--- config.mk ---
export PLATFORM = sky130hd
export DESIGN_NAME = adc_in
export DESIGN_NICKNAME = d
export VERILOG_FILES = /design/src/rtl/adc_in.sv
export SDC_FILE = /design/constraint.sdc
export NUM_CORES = 1
export LEC_CHECK = 0
export ABC_AREA = 1
export BUFFER_PORTS_ARGS = -buffer_cell sky130_fd_sc_hd__buf_2
export CORE_ASPECT_RATIO = 1.2
export CORE_UTILIZATION = 64
export DETAILED_ROUTE_END_ITERATION = 16
export PLACE_DENSITY = 0.95
export RECOVER_POWER = 50
export SYNTH_ARGS = -nofsm -noshare
export SYNTH_HDL_FRONTEND = slang
export SYNTH_SLANG_ARGS = --single-unit
--- constraint.sdc ---
create_clock -name CLK -period 6.33 [get_ports CLK]
set_clock_uncertainty 0.2 [all_clocks]
set_input_delay 0.633 -clock CLK [delete_from_list [all_inputs] [get_ports CLK]]
set_output_delay 0.633 -clock CLK [all_outputs]
set_load 0.01 [all_outputs]
--- src/rtl/adc_in.sv ---
`default_nettype none
// ============================================================================
// Module      : adc_in
// Description : Windowed ADC averager converting two's-complement ADC codes
//               into a signed Q16.48 voltage word, VOLTAGE = -avg * 20/16384.
//               Window of 2^AVG_LOG2_IN samples, three-stage result pipeline.
//               Optional macro ADC_IN_OVERRANGE_EN enables the per-window
//               clipped-sample flag on OVERRANGE_OUT.
// Revision    : 1.0 - initial release
// ============================================================================
module adc_in #(
  parameter int FLOAT_WIDTH = 64,
  parameter int ADC_WIDTH   = 14,
  parameter int FRAC_BITS   = 48
) (
  input  logic                   CLK,
  input  logic                   RST,
  input  logic [ADC_WIDTH-1:0]   ADC_CODE_IN,
  input  logic                   ADC_VALID_IN,
  input  logic [2:0]             AVG_LOG2_IN,
  output logic [FLOAT_WIDTH-1:0] VOLTAGE_OUT,
  output logic                   VOLTAGE_VALID_OUT,
  output logic                   OVERRANGE_OUT
);

  // Accumulator holds up to 128 full-scale codes without overflow.
  localparam int c_ACC_W  = ADC_WIDTH + 7;
  // Room for the x5 scaling of the average.
  localparam int c_PROD_W = c_ACC_W + 3;
  // 20/2^ADC_WIDTH = 5 * 2^-(ADC_WIDTH-2); the rest is the Q-format alignment.
  localparam int c_SHIFT  = FRAC_BITS - (ADC_WIDTH - 2);
  localparam int c_EXT_W  = FLOAT_WIDTH - c_PROD_W;

  logic signed [c_ACC_W-1:0]  r_acc;
  logic [7:0]                 r_cnt;
  logic [2:0]                 r_n_lat;

  logic                       w_first;
  logic [2:0]                 w_n_eff;
  logic [7:0]                 w_win_len;
  logic                       w_close;
  logic signed [c_ACC_W-1:0]  w_code_ext;
  logic signed [c_ACC_W-1:0]  w_sum;
  logic signed [c_ACC_W-1:0]  w_avg;

  logic                       r_s1_vld;
  logic signed [c_ACC_W-1:0]  r_s1_avg;
  logic                       r_s2_vld;
  logic signed [c_PROD_W-1:0] r_s2_prod;
  logic signed [c_PROD_W-1:0] w_avg_ext;
  logic signed [c_PROD_W-1:0] w_neg5;
  logic [FLOAT_WIDTH-1:0]     w_vout_next;
  logic [FLOAT_WIDTH-1:0]     r_vout;
  logic                       r_vout_vld;

  // A window starts whenever the sample counter is empty; the size select is
  // taken live for the first sample and from the latch afterwards.
  assign w_first    = (r_cnt == 8'd0);
  assign w_n_eff    = w_first ? AVG_LOG2_IN : r_n_lat;
  assign w_win_len  = 8'd1 << w_n_eff;
  assign w_close    = ADC_VALID_IN && ((r_cnt + 8'd1) == w_win_len);
  assign w_code_ext = {{(c_ACC_W-ADC_WIDTH){ADC_CODE_IN[ADC_WIDTH-1]}}, ADC_CODE_IN};
  assign w_sum      = r_acc + w_code_ext;
  // Averaging includes the closing sample, so shift the running sum directly.
  assign w_avg      = w_sum >>> w_n_eff;

  // Accumulate accepted samples; clear on the closing sample so the next
  // cycle's sample starts a fresh window.
  always_ff @(posedge CLK) begin
    if (RST) begin
      r_acc   <= '0;
      r_cnt   <= 8'd0;
      r_n_lat <= 3'd0;
    end else if (ADC_VALID_IN) begin
      if (w_first) begin
        r_n_lat <= AVG_LOG2_IN;
      end
      if (w_close) begin
        r_acc <= '0;
        r_cnt <= 8'd0;
      end else begin
        r_acc <= w_sum;
        r_cnt <= r_cnt + 8'd1;
      end
    end
  end

  // Stage 1: capture the floored average of the closed window.
  always_ff @(posedge CLK) begin
    if (RST) begin
      r_s1_vld <= 1'b0;
      r_s1_avg <= '0;
    end else begin
      r_s1_vld <= w_close;
      if (w_close) begin
        r_s1_avg <= w_avg;
      end
    end
  end

  assign w_avg_ext = {{(c_PROD_W-c_ACC_W){r_s1_avg[c_ACC_W-1]}}, r_s1_avg};
  assign w_neg5    = -((w_avg_ext <<< 2) + w_avg_ext);

  // Stage 2: scale by -5 (exact integer product).
  always_ff @(posedge CLK) begin
    if (RST) begin
      r_s2_vld  <= 1'b0;
      r_s2_prod <= '0;
    end else begin
      r_s2_vld <= r_s1_vld;
      if (r_s1_vld) begin
        r_s2_prod <= w_neg5;
      end
    end
  end

  assign w_vout_next = {{c_EXT_W{r_s2_prod[c_PROD_W-1]}}, r_s2_prod} << c_SHIFT;

  // Stage 3: align to Q16.48 and hold until the next result.
  always_ff @(posedge CLK) begin
    if (RST) begin
      r_vout     <= '0;
      r_vout_vld <= 1'b0;
    end else begin
      r_vout_vld <= r_s2_vld;
      if (r_s2_vld) begin
        r_vout <= w_vout_next;
      end
    end
  end

  assign VOLTAGE_OUT       = r_vout;
  assign VOLTAGE_VALID_OUT = r_vout_vld;

`ifdef ADC_IN_OVERRANGE_EN
  logic r_ovr_acc;
  logic r_s1_ovr;
  logic r_s2_ovr;
  logic r_ovr_out;
  logic w_ovr_smp;
  logic w_ovr_win;

  // A sample at either rail is treated as clipped.
  assign w_ovr_smp = (ADC_CODE_IN == {1'b1, {(ADC_WIDTH-1){1'b0}}}) ||
                     (ADC_CODE_IN == {1'b0, {(ADC_WIDTH-1){1'b1}}});
  assign w_ovr_win = r_ovr_acc | w_ovr_smp;

  // Collect the window flag and carry it alongside the result pipeline.
  always_ff @(posedge CLK) begin
    if (RST) begin
      r_ovr_acc <= 1'b0;
      r_s1_ovr  <= 1'b0;
      r_s2_ovr  <= 1'b0;
      r_ovr_out <= 1'b0;
    end else begin
      if (ADC_VALID_IN) begin
        r_ovr_acc <= w_close ? 1'b0 : w_ovr_win;
      end
      if (w_close) begin
        r_s1_ovr <= w_ovr_win;
      end
      if (r_s1_vld) begin
        r_s2_ovr <= r_s1_ovr;
      end
      if (r_s2_vld) begin
        r_ovr_out <= r_s2_ovr;
      end
    end
  end

  assign OVERRANGE_OUT = r_ovr_out;
`else
  assign OVERRANGE_OUT = 1'b0;
`endif

endmodule
`default_nettype wire
==> results of run 1 <==
-- cell type report --
cell class | count | area, um2 | share of cell area (%)
Multi-Input combinational cell | 958 | 5001 | 60.10
Sequential cell | 104 | 2082 | 25.02
Clock inverter | 6 | 66.31 | 0.7969
Clock buffer | 10 | 239.0 | 2.872
Timing Repair Buffer | 50 | 214.0 | 2.571
Tap cell | 161 | 201.4 | 2.421
Inverter | 138 | 518.0 | 6.225
-- layer usage --
metal | share of wire (%) | wire (um)
met1 | 42 | 7965
met2 | 50 | 9502
met3 | 5.2 | 985
met4 | 3.3 | 621
met5 | 0 | 0
-- power groups by stage --
stage               sequential [uW]  combinational [uW]  clock, uW
global placement                763                1690          0
CTS                             750                1760        579
floorplan                       758                1420          0
global route                    758                2020        610
finish                          751                1800        579
detailed placement              765                1730          0
-- how the worst max path moves through the flow --
stage	from	endpoint	slack [ps]	depth (start not counted)
after floorplan	r_s1_avg[2]	r_s2_prod[19]	3690	13
after global placement	r_cnt[0]	r_acc[10]	2910	15
after detailed placement	r_cnt[0]	r_cnt[2]	2780	15
after CTS	r_cnt[0]	r_acc[10]	2770	15
after global routing	r_cnt[0]	r_acc[9]	2440	15
final	r_cnt[0]	r_acc[10]	2700	15
-- metrics by stage --
| step | utilization (%) | hold WS, ps | instances |
|---|---|---|---|
| final | 68.40 | 264.6 | 1427 |
| after global routing | 68.40 | 288.3 | 1427 |
| after CTS | 68.74 | 266.5 | 1427 |
| after detailed placement | 66.23 | 255.8 | 1411 |
| after global placement | 66.23 | 248.2 | 1411 |
| after floorplan | - | 239.0 | 1286 |
-- logic make-up after synthesis --
family	Yosys count
DFF	104
other	1
AOI/OAI and AO/OA	193
and+or+nand+nor	637
xor gates and xnor gates	27
adders and majority gates	64
buffers and inverters	224
-- registers in the layout, indices dropped and copies added (netlist names) --
name               count
VOLTAGE_VALID_OUT      1
VOLTAGE_OUT           24
r_s2_prod             24
r_n_lat                3
r_acc                 21
r_s1_vld               1
r_s1_avg              21
r_cnt                  8
r_s2_vld               1
-- worst min-delay path: cells and delay by family, from the launching register on --
family,cells,cell delay [ps]
AOI/OAI and AO/OA,1,50
DFF,1,310
and+or+nand+nor,1,60
-- cell usage after synthesis --
library cell and number:
a221oi_1 1, or2_0 1, nor2_2 1, or2_2 2
buf_6 6, buf_1 5, a211oi_1 2, buf_4 43
xnor2_1 8, nand2_4 3, nand3_2 1, nor2_4 2
inv_1 130, nand3_1 161, dfxtp_1 104, a21boi_0 2
nand3b_1 10, buf_2 5, inv_2 7, and2_1 2
o211ai_1 7, a22oi_1 2, clkbuf_1 27, clkinv_1 1
o21a_1 3, a21oi_1 89, nor2_8 2, nand4_1 13
o21ai_1 3, xor2_1 19, o21bai_1 8, nor4_1 2
nor3_1 8, nand2_1 285, fa_1 1, o21ai_0 75
conb_1 1, ha_1 63, a31o_2 1, nand2_2 6
nor2_1 138
-- placed cells by master (no fill, tap or decap), types with 6 or more instances in the layout --
cell type / instances
xor2_1: 19
conb_1: 37
nand3b_1: 10
nor2_1: 138
nand3_1: 161
a21oi_1: 89
ha_1: 63
dfxtp_1: 104
o21ai_0: 75
clkbuf_16: 9
o21bai_1: 8
nand2_2: 6
nor3_1: 8
inv_2: 6
nand2_1: 285
nand4_1: 13
o211ai_1: 7
inv_1: 131
xnor2_1: 8
clkbuf_1: 31
buf_2: 18
==> results.yml, run 1 <==
outcome:
  status: "complete, but fails checks"
  violations: "capacitance limit"
grt:
  antenna_found_initial: 0
  grt_pass1_wl_um: 32450
  gr-total-overflow: 0
  grtUsageMet3_pct: 3.192
  grt_pass1_vias: 7396
  grt_max_degree: 63
  track_usage_pct: 29.94
  met1_usage_pct: 34.78
  met2_usage_pct: 54.20
  grt_busiest_layer: "met2"
worst_setup_path:
  worstPathCellList: "inv_1, ha_1, nand2_2, nor2_8, nand2_4, nand2_1, nand2_1, nor2_2, nand3_1, nand2_1, nand3_1, nor2_1, nand2_1, nand3b_1, a21oi_1"
  critPathMaxStageDelay_ps: 650
  worst-setup-path-type: "flop to flop"
  crit_slowest_cell: "nand2_1"
  cp.buffers_inverters: 1
  endpoint_kind: "flop"
  crit_family: "simple AND/OR/NAND/NOR gates"
  r2r_end: "r_acc[10]"
  reg2reg_slack_ps: 2700
  reg2regPathDepth: 15
  critical_path_required_ps: 6340
  path_common_cell: "nand2_1"
  arrival_ps: 3640
  cp_max_fo: 29
  reg2reg_from: "r_cnt[0]"
  startpoint_type: "flop"
clocking:
  cts_buffers: 9
  cts_resized: 0
  clockBufferDepth: 2
  clkLatencyLatePin_ps: 360
  clk_pin_slew_ps: 80
  hold_buffers: 0
  post_cts_buffers: 0
  cts_tree: "built"
  cts_sinks: 104
  clockRootBuffer: "clkbuf_16"
  cts_max_level: 3
hold_path:
  worstHoldStart: "r_s1_avg[15]"
  holdPathStages: 2
  hp-class: "flop to flop"
  hold_end: "r_s1_avg[15]"
floorplanning:
  rows: 44
  boundaryPins: 86
  core_region_area_um2: 12170
  start_util_pct: 65.77
  die_y_um: 124.5
  die_x_um: 104.1
  dieArea_um2: 12960
timing:
  rsz0062_at_grt: "false"
  setup_viol: 0
  relSlewSlack_pct: 0.7689
  fin_crit_sh_pct: 57.28
  finalWorstPathRequiredPeriod_ps: 3626
  finalMaxSlewViolations: 0
  tns_ps: 0
  fmax_ghz: 0.2758
  worst_slack_ps: 2704
  hold_viol_final: 0
  worst_pin_slew_ps: 1488
synthesis:
  synth-seq-area-share_pct: 26.02
  syn_area_um2: 8001
  synthTopCellsByArea: "dfxtp_1 26%, nand2_1 13%, nand3_1 10%, ha_1 9.9%, nor2_1 6.5%"
  ys_ff_latch: 104
  synthAdderAreaFrac_pct: 10.10
  synth_top_area_share_pct: 26.02
  postSynthAreaPerCell_um2: 6.401
  yosys.area_share.simple_pct: 34.79
  syn_inst: 1250
  ys_types: 41
  synth_top_family_by_area: "simple AND/OR/NAND/NOR gates"
  synth.largest_area_cell: "dfxtp_1"
  synthXorXnorAreaFrac_pct: 2.955
  muxShareOfSynthArea_pct: 0
  yosysWarnings: 0
  synth_compound_area_share_pct: 12.92
finish:
  fill_cells: 1124
  drive_gt1_share_pct: 4.660
  finalNetCount: 1345
  final_cell_area_um2: 8322
  syn2layout_area_growth_pct: 4.003
  antenna_cells: 0
routing:
  drt_iter0_markers: 563
  antenna_left: 0
  wl_per_cell_um: 13.37
  totalWireLength_um: 19070
  drc: 0
  num_vias: 8007
  dr.pass1.iters: 5
  via_per_inst: 5.611
power:
  combPwrFrac_pct: 57.4
  power.switching_uw: 1469
  power.total_uw: 3127
  power_density_nw_per_um2: 375.8
  p_sw_share_pct: 46.96
  p_int_uw: 1659
  p_leak_uw: 0.004220
  ir_drop_mv: 0.1825
  p_clk_share_pct: 18.5
  seqPwrFrac_pct: 24.0
placement:
  portBuffers: 48
  pre_cts_ws_ps: 2783
  postPlaceCellArea_um2: 8058
  hpwl_um: 13800
  gp_congestion: 0.9326
flow_run:
  cap_violations: 1
Note: power is estimated with default switching activity, not from simulation.
==> run 2: changes to the inputs <==
- CORE_UTILIZATION: 64 -> 54
- PLACE_DENSITY: 0.95 -> 0.87
- clock period: 6.33 -> 3.3 ns (I/O delays scaled with it)
==> results.yml, run 2 (synthesis results as in run 1) <==
placement:
  postPlaceCellArea_um2: 8193
  hpwl_um: 13820
  portBuffers: 48
  gp_congestion: 0.9777
timing:
  fin_crit_sh_pct: 90.14
  rsz0062_at_grt: "false"
  relSlewSlack_pct: 15.65
  hold_viol_final: 0
  finalMaxSlewViolations: 0
  tns_ps: 0
  finalWorstPathRequiredPeriod_ps: 2975
  worst_pin_slew_ps: 1265
  fmax_ghz: 0.3362
  setup_viol: 0
  hold-worst-slack_ps: 145.5
worst_setup_path:
  path_common_cell: "nand2_1"
  worst-path-stages: 17
  crit_family: "simple AND/OR/NAND/NOR gates"
  reg2regPathDepth: 17
  critical_path_required_ps: 3280
  crit_slowest_cell: "dfxtp_1"
  startpoint_type: "flop"
  reg2reg_slack_ps: 330
  arrival_ps: 2960
  worst-setup-path-type: "flop to flop"
  worstPathCellList: "inv_1, ha_1, nand2_2, nor2_8, nand2_4, nand2_2, nand2_4, nor2_4, nand2_1, nand2_1, inv_1, nor2_1, nand3_2, nor2_4, inv_2, nand2_1, a21oi_1"
  reg2reg_from: "r_cnt[0]"
  cp.buffers_inverters: 3
  cp_max_fo: 30
  r2r_end: "r_s1_avg[6]"
  critPathMaxStageDelay_ps: 340
  endpoint_kind: "flop"
routing:
  totalWireLength_um: 18290
  drt_iter0_markers: 645
  drc: 0
  num_vias: 7833
  via_per_inst: 5.380
  antenna_left: 0
  wl_per_cell_um: 12.56
  dr.pass1.iters: 6
clocking:
  clkLatencyLatePin_ps: 350
  cts_max_level: 3
  hold_buffers: 0
  cts_tree: "built"
  post_cts_buffers: 0
  cts_sinks: 104
  clk_pin_slew_ps: 70
  cts_resized: 0
  clockRootBuffer: "clkbuf_16"
  cts_buffers: 9
  clockBufferDepth: 2
finish:
  drive_gt1_share_pct: 5.699
  fill_cells: 1419
  final_common_cell: "nand2_1"
  antenna_cells: 0
  finalNetCount: 1360
  layout_common_cells: "286 x nand2_1, 161 x nand3_1, 138 x nor2_1"
  syn2layout_area_growth_pct: 5.629
  final_cell_area_um2: 8452
grt:
  grt_max_degree: 62
  grt_pass1_vias: 7213
  antenna_found_initial: 0
  grt_pass1_wl_um: 31430
  gr-total-overflow: 0
  track_usage_pct: 24.80
floorplanning:
  die_y_um: 135.3
  dieArea_um2: 15310
  core_region_area_um2: 14410
  rows: 48
  start_util_pct: 55.51
  boundaryPins: 86
  die_x_um: 113.1
power:
  seqPwrFrac_pct: 24.0
  p_clk_share_pct: 18.3
  ir_drop_mv: 0.2864
  power_density_nw_per_um2: 710.9
  p_sw_share_pct: 46.00
  combPwrFrac_pct: 57.7
  p_leak_uw: 0.004292
  p_int_uw: 3245
  power.switching_uw: 2764
  power.total_uw: 6008
hold_path:
  hold_end: "r_cnt[1]"
  hp-class: "primary input to flop"
  holdPathStages: 3
  worstHoldStart: "ADC_VALID_IN"
flow_run:
  cap_violations: 0
outcome:
  status: "complete, no violations"
-- run 2: cell count changes in the layout (fill, tap and decap cells not counted), sizes merged --
cell	before	now
clkbuf	41	43
nor2	143	144
buf	19	31
-- run 2: power by group through the flow --
stage	Sequential, uW	Combinational [uW]	Clock (uW)
3_3_place_gp	1460	3380	0
2_1_floorplan	1450	2730	0
5_1_grt	1460	3920	1170
6_report	1440	3470	1100
3_5_place_dp	1470	3430	0
4_1_cts	1440	3460	1120
-- run 2: worst max path at each step --
stage                      from       endpoint  slack, ps
floorplan           r_s1_avg[2]  r_s2_prod[19]        660
global placement       r_cnt[0]   r_s1_avg[14]        440
detailed placement     r_cnt[0]    r_s1_avg[5]        330
CTS                    r_cnt[0]    r_s1_avg[6]        290
global route           r_cnt[0]    r_s1_avg[6]         70
finish                 r_cnt[0]    r_s1_avg[6]        330
-- run 2: layer usage --
| layer | share of wire, % | GRT usage [%] |
|---|---|---|
| met4 | 2.7 | 11.99 |
| met3 | 5.1 | 2.595 |
| met2 | 49 | 44.31 |
| met5 | 0 | 0 |
| met1 | 43 | 29.62 |
-- run 2: worst reg2reg max path, stage by stage (launching register included) --
cell,delay (ps)
dfxtp_1,340
inv_1,120
ha_1,180
nand2_2,90
nor2_8,160
nand2_4,90
nand2_2,80
nand2_4,180
nor2_4,220
nand2_1,80
nand2_1,90
inv_1,40
nor2_1,120
nand3_2,150
nor2_4,280
inv_2,190
nand2_1,120
a21oi_1,70
-- run 2: per-stage QoR --
stage,std cells,utilization (%),setup WS [ps]
final,1456,58.64,325.2
after global routing,1456,58.64,67.33
after CTS,1455,58.96,286.0
after detailed placement,1439,56.84,328.5
after global placement,1439,56.84,440.2
after floorplan,1286,-,660.4
-- run 2: cell type report --
cell class	instances	area, um2	area share [%]
multi-input combinational	959	5005	59.22
clock buffer	10	239.0	2.828
tap	175	219.0	2.591
inverter	138	518.0	6.129
clock inverter	6	66.31	0.7846
sequential	104	2082	24.63
timing repair buffer	64	322.8	3.819
